--- src/rtl/token_expander.sv ---
// token_expander: sits between imem fetch and the decoder. Raw instruction
// words pass straight through; a token word (top nibble == MARKER) is expanded
// into a run of 1..16 instructions read from the token table's synchronous
// read port. One instruction at a time is handed to the decoder over
// valid/ready.
//
// Ports:
//   clk, reset        clock; asynchronous active-low reset
//   flush             synchronous flush, drops any pending word or expansion
//   in_valid/in_ready/in_data       upstream word stream (in_ready is combinational)
//   out_valid/out_ready/out_data    instruction stream to the decoder
//   out_expanded      out_data came from the token table
//   tbl_en/tbl_addr/tbl_data        token table read port (data one cycle after tbl_en)
//   busy              expansion in progress (FETCH, LOAD or EMIT)
module token_expander #(
  parameter int unsigned WIDTH  = 32,
  parameter int unsigned ADDR_W = 8,
  parameter logic [3:0]  MARKER = 4'hF
) (
  input  logic              clk,
  input  logic              reset,
  input  logic              flush,
  input  logic              in_valid,
  output logic              in_ready,
  input  logic [WIDTH-1:0]  in_data,
  output logic              out_valid,
  input  logic              out_ready,
  output logic [WIDTH-1:0]  out_data,
  output logic              out_expanded,
  output logic              tbl_en,
  output logic [ADDR_W-1:0] tbl_addr,
  input  logic [WIDTH-1:0]  tbl_data,
  output logic              busy
);

  localparam int unsigned IDX_W = 4;
  localparam int unsigned LEN_W = 5;

  typedef enum logic [2:0] {
    S_IDLE,
    S_PASS,
    S_FETCH,
    S_LOAD,
    S_EMIT
  } state_t;

  state_t             state, state_nx;
  logic [ADDR_W-1:0]  base, base_nx;
  logic [LEN_W-1:0]   len, len_nx;
  logic [IDX_W-1:0]   idx, idx_nx;
  logic [WIDTH-1:0]   out_data_nx;
  logic               out_exp_nx;
  logic [ADDR_W-1:0]  tbl_addr_nx;
  logic               in_xfer;
  logic               is_token;
  logic               last_word;

  // Accept only when idle; flush and reset both block the transfer.
  assign in_ready  = (state == S_IDLE) && reset && !flush;
  assign in_xfer   = in_valid && in_ready;
  assign is_token  = (in_data[WIDTH-1 -: 4] == MARKER);
  assign last_word = (LEN_W'(idx) == (len - LEN_W'(1)));

  // Next-state and datapath next values.
  always_comb begin
    state_nx    = state;
    base_nx     = base;
    len_nx      = len;
    idx_nx      = idx;
    out_data_nx = out_data;
    out_exp_nx  = out_expanded;

    case (state)
      S_IDLE: begin
        if (in_xfer) begin
          if (is_token) begin
            base_nx  = in_data[ADDR_W-1:0];
            len_nx   = LEN_W'(in_data[WIDTH-5 -: 4]) + LEN_W'(1);
            idx_nx   = '0;
            state_nx = S_FETCH;
          end else begin
            out_data_nx = in_data;
            out_exp_nx  = 1'b0;
            state_nx    = S_PASS;
          end
        end
      end
      S_PASS: begin
        if (out_ready) state_nx = S_IDLE;
      end
      S_FETCH: begin
        state_nx = S_LOAD;
      end
      S_LOAD: begin
        out_data_nx = tbl_data;
        out_exp_nx  = 1'b1;
        state_nx    = S_EMIT;
      end
      S_EMIT: begin
        if (out_ready) begin
          if (last_word) begin
            state_nx = S_IDLE;
          end else begin
            idx_nx   = idx + IDX_W'(1);
            state_nx = S_FETCH;
          end
        end
      end
      default: state_nx = S_IDLE;
    endcase

    // Flush overrides everything; a coincident handshake is simply not followed up.
    if (flush) state_nx = S_IDLE;
  end

  // Table address wraps naturally at 2^ADDR_W.
  assign tbl_addr_nx = base_nx + ADDR_W'(idx_nx);

  // State, datapath and registered outputs (decoded from next state).
  always_ff @(posedge clk or negedge reset) begin
    if (!reset) begin
      state        <= S_IDLE;
      base         <= '0;
      len          <= '0;
      idx          <= '0;
      out_data     <= '0;
      out_expanded <= 1'b0;
      out_valid    <= 1'b0;
      tbl_en       <= 1'b0;
      tbl_addr     <= '0;
      busy         <= 1'b0;
    end else begin
      state        <= state_nx;
      base         <= base_nx;
      len          <= len_nx;
      idx          <= idx_nx;
      out_data     <= out_data_nx;
      out_expanded <= out_exp_nx;
      out_valid    <= (state_nx == S_PASS) || (state_nx == S_EMIT);
      tbl_en       <= (state_nx == S_FETCH);
      tbl_addr     <= tbl_addr_nx;
      busy         <= (state_nx == S_FETCH) || (state_nx == S_LOAD) ||
                      (state_nx == S_EMIT);
    end
  end

endmodule
--- config.mk ---
export PLATFORM = sky130hd
export DESIGN_NAME = token_expander
export DESIGN_NICKNAME = d
export VERILOG_FILES = /design/src/rtl/token_expander.sv
export SDC_FILE = /design/constraint.sdc
export NUM_CORES = 1
export LEC_CHECK = 0
export CAP_MARGIN = 0
export CORE_MARGIN = 4
export CORE_UTILIZATION = 42
export CTS_BUF_LIST = sky130_fd_sc_hd__clkbuf_8
export DETAILED_ROUTE_END_ITERATION = 8
export PLACE_DENSITY = 0.79
export RECOVER_POWER = 25
export SETUP_SLACK_MARGIN = 0.02
export SKIP_CTS_REPAIR_TIMING = 1
export SLEW_MARGIN = 20
export SYNTH_ARGS = -nofsm -noshare
export SYNTH_HDL_FRONTEND = slang
export SYNTH_SLANG_ARGS = --single-unit
export TNS_END_PERCENT = 50
--- constraint.sdc ---
create_clock -name clk -period 2.75 [get_ports clk]
set_input_delay 0.55 -clock clk [delete_from_list [all_inputs] [get_ports clk]]
set_output_delay 0.55 -clock clk [all_outputs]
set_load 0.02 [all_outputs]
==> results.md <==
* Status: complete, but fails checks
* Failing checks: max-capacitance violations, max-slew violations, negative setup slack
* Pre-antenna DRT Iters at 4
* GRT Max-Usage Layer: met2
* Count of cell types in the netlist at between 40 and 50
* PD cells at ~590 nW/um^2
* Multi-input gate area at around 1500 sq um
* I/O Pins at between 100 and 150
* Final setup fails at 4
* FMAX at about 340 MHz
* Initial drt markers at between 80 and 90
* Routed WL at about 8.4 mm
* Final hold violations at 0
* Slew Limit Fails at 65
* DR vias at between 2000 and 3000
* DR vias/cell at roughly 5.0
* Antenna-violating nets left at 0
* Type of the most critical hold path: register to register
* Synth async-reset ratio at 1.00
* M2 GR Usage at 0.335
* Num CTS Buffers at 9
* Startpoint types: register
* Most common cell in the netlist: dfrtp_1
* Final antenna diode count at 0
* RSZ-0062 raised after global routing: true
* Place WS at -393 ps
* Layout cells sized above 1 at 0.167
* Synth Flop Type: dfrtp_1
* FF/Latch Area at 1600 sq um
* Clock Sinks at 64
* Crit path max fanout at 4
* Clk pin slew, worst setup/hold paths at 70 ps
* Mean Syn Cell Area at ~11 sq um
* Nets at just over 500
* CP endpoint kind: register
* Die area at 8910 sq um
* Synthesized Nets at around 370
* CTS tree: yes
* First-pass GRT wire length at roughly 13 mm
* Post-synthesis register bit count at 64
* Register area share after synthesis at 0.511
* Final setup margin at -196 ps
* Wire per inst at approximately 16 um
* Chip Width at approximately 94 um
* H-tree levels at 3
* Tcrit/Tclk final at 1.07
* Worst-Skew Late Latency at 340 ps
* Final Wtd Congestion at about 0.81
* Maximum vdd drop at about 0.00028 V
* Area delta synth->final at 51.9%
* Synth top area share at 0.511
* IO buf count at between 100 and 150
* Maximum clock path buffer count at 2
* CORE AREA at 7250 sq um
* HPWL Detailed at just over 6 mm
* Synth top area cells: dfrtp_1 51%, mux2i_1 11%, a21oi_1 5.0%
* Root Driver: clkbuf_8
* Starting Density at 0.432
* Final Skew at between 9 and 10 ps
* Worst EP arrival at about 3200 ps
* GR Util met1 at 0.220
* Slew @ Worst Pin at around 1600 ps
* DRC at 0
* # Max-Cap Violations at 1
* Largest net degree at the start of global routing at 65
* Cells after synthesis at roughly 290
* Die Ht at 94.4 um
* Crit path time final at slightly below 3000 ps
* Global routing met3 resource utilization at 0.0534
* Yosys warning count at 0
* WS Path Type: register to register
* Slew margin rel. at -0.0581
* Post-synth EDFFs at 0
* Syn Std Cell Area at roughly 3100 sq um
* Fill count at about 610
* Yosys top cell by area: dfrtp_1
* Setup TNS at -523 ps
* Grt ovf at 0
* Num rows at 31
* Worst Path Required at roughly 3000 ps
* Pleak at roughly 0.0023 uW
* Initial antenna violation count at 0
* Synth top cells by count: 64 x dfrtp_1, 39 x nor2_1, 34 x mux2i_1, 31 x a21oi_1, 15 x nand2_1
* Number of global-route vias before repair at 2802
* All-layer global routing usage at 0.192
[power by group]
| group | internal (uW) | switching (uW) | leakage (uW) |
|---|---|---|---|
| clock network | 404 | 347 | 0.000107 |
| logic | 470 | 410 | 0.00139 |
| registers | 1090 | 86.1 | 0.000804 |
| total | 1970 | 844 | 0.00230 |
[critical path, stage by stage (launching register included)]
cell and delay [ps]:
dfrtp_1 400, inv_2 70, ha_4 140, nand3b_1 140, a21oi_2 70, o311ai_2 330
and4_4 340, mux2i_4 280, ha_4 180, inv_2 40, fa_2 340, nor2b_1 120
o21ai_1 70, nand2b_1 100, buf_4 130, xnor2_2 100
[kinds of logic (layout without fill, tap and decap cells)]
logic type	Yosys count	in the layout	share of synthesized area
buffers and inverters	27	167	0.0451
muxes	42	42	0.139
xor gates and xnor gates	12	12	0.0335
AOI/OAI and AO/OA	58	58	0.109
DFF	64	64	0.511
and+or+nand+nor	81	81	0.129
adders and majority gates	8	8	0.0343
[state kept, by name, indices dropped and copies added (netlist names)]
register and flops:
base 8, tbl_en 1, len 5, out_valid 1, busy 1, state 3, idx 4, out_expanded 1
tbl_addr 8, out_data 32
[metrics by stage]
| stage | cell area, sq um | hold slack [ps] | utilization | std cells | total power [uW] |
|---|---|---|---|---|---|
| floorplan | 3140 | 254 | - | 292 | 1580 |
| CTS | 4660 | 467 | 0.643 | 529 | 2820 |
| global route | 4760 | 526 | 0.656 | 531 | 2960 |
| global placement | 4480 | 459 | 0.618 | 513 | 2030 |
| finish | 4760 | 500 | 0.656 | 531 | 2810 |
| detailed placement | 4480 | 463 | 0.618 | 513 | 2060 |
[final timing paths]
path | startpoint | to | slack (ps) | cells after the start
setup / recovery | len[1]$_DFFE_PN0P_ | tbl_addr[4]$_DFF_PN0_ | -200 | 15
hold / removal | out_expanded$_DFFE_PN0P_ | out_expanded$_DFFE_PN0P_ | 500 | 2
setup reg to reg | len[1]$_DFFE_PN0P_ | tbl_addr[4]$_DFF_PN0_ | -200 | 15
hold reg to reg | out_expanded$_DFFE_PN0P_ | out_expanded$_DFFE_PN0P_ | 500 | 2
max in group asynchronous | reset | base[0]$_DFF_PN0_ | 1010 | 2
min in group asynchronous | reset | out_valid$_DFF_PN0_ | 790 | 2
[cell usage in the layout, fill, tap and decap left out, types with 2 or more instances in the layout]
cell	count
a211oi_2	3
a21oi_1	30
a31oi_1	4
and4_1	2
buf_4	23
clkbuf_8	9
clkdlybuf4s50_1	112
clkinv_2	3
dfrtp_1	64
ha_1	4
ha_4	3
inv_1	12
inv_2	3
mux2_2	7
mux2i_1	33
nand2_1	15
nand2b_1	3
nand3_1	3
nor2_1	37
nor2_2	2
nor3_1	2
o21ai_0	7
o21ai_1	2
o22ai_1	4
or2_2	3
xnor2_1	5
xnor2_2	2
xor2_1	5
[metal layers]
layer | up-vias | wire length [um]
met2 | 86 | 4350
met4 | 0 | 178
met5 | - | 0
met1 | 1281 | 3260
li1 | 1281 | -
met3 | 16 | 578
[layout make-up]
type | count | share of cell area
multi-input combinational | 201 | 0.312
clock inverter | 7 | 0.0118
tap | 99 | 0.0260
inverter | 13 | 0.0102
clock buffer | 9 | 0.0260
sequential | 64 | 0.336
timing repair buffer | 138 | 0.278
No activity file was read; power rests on OpenSTA's default activity.
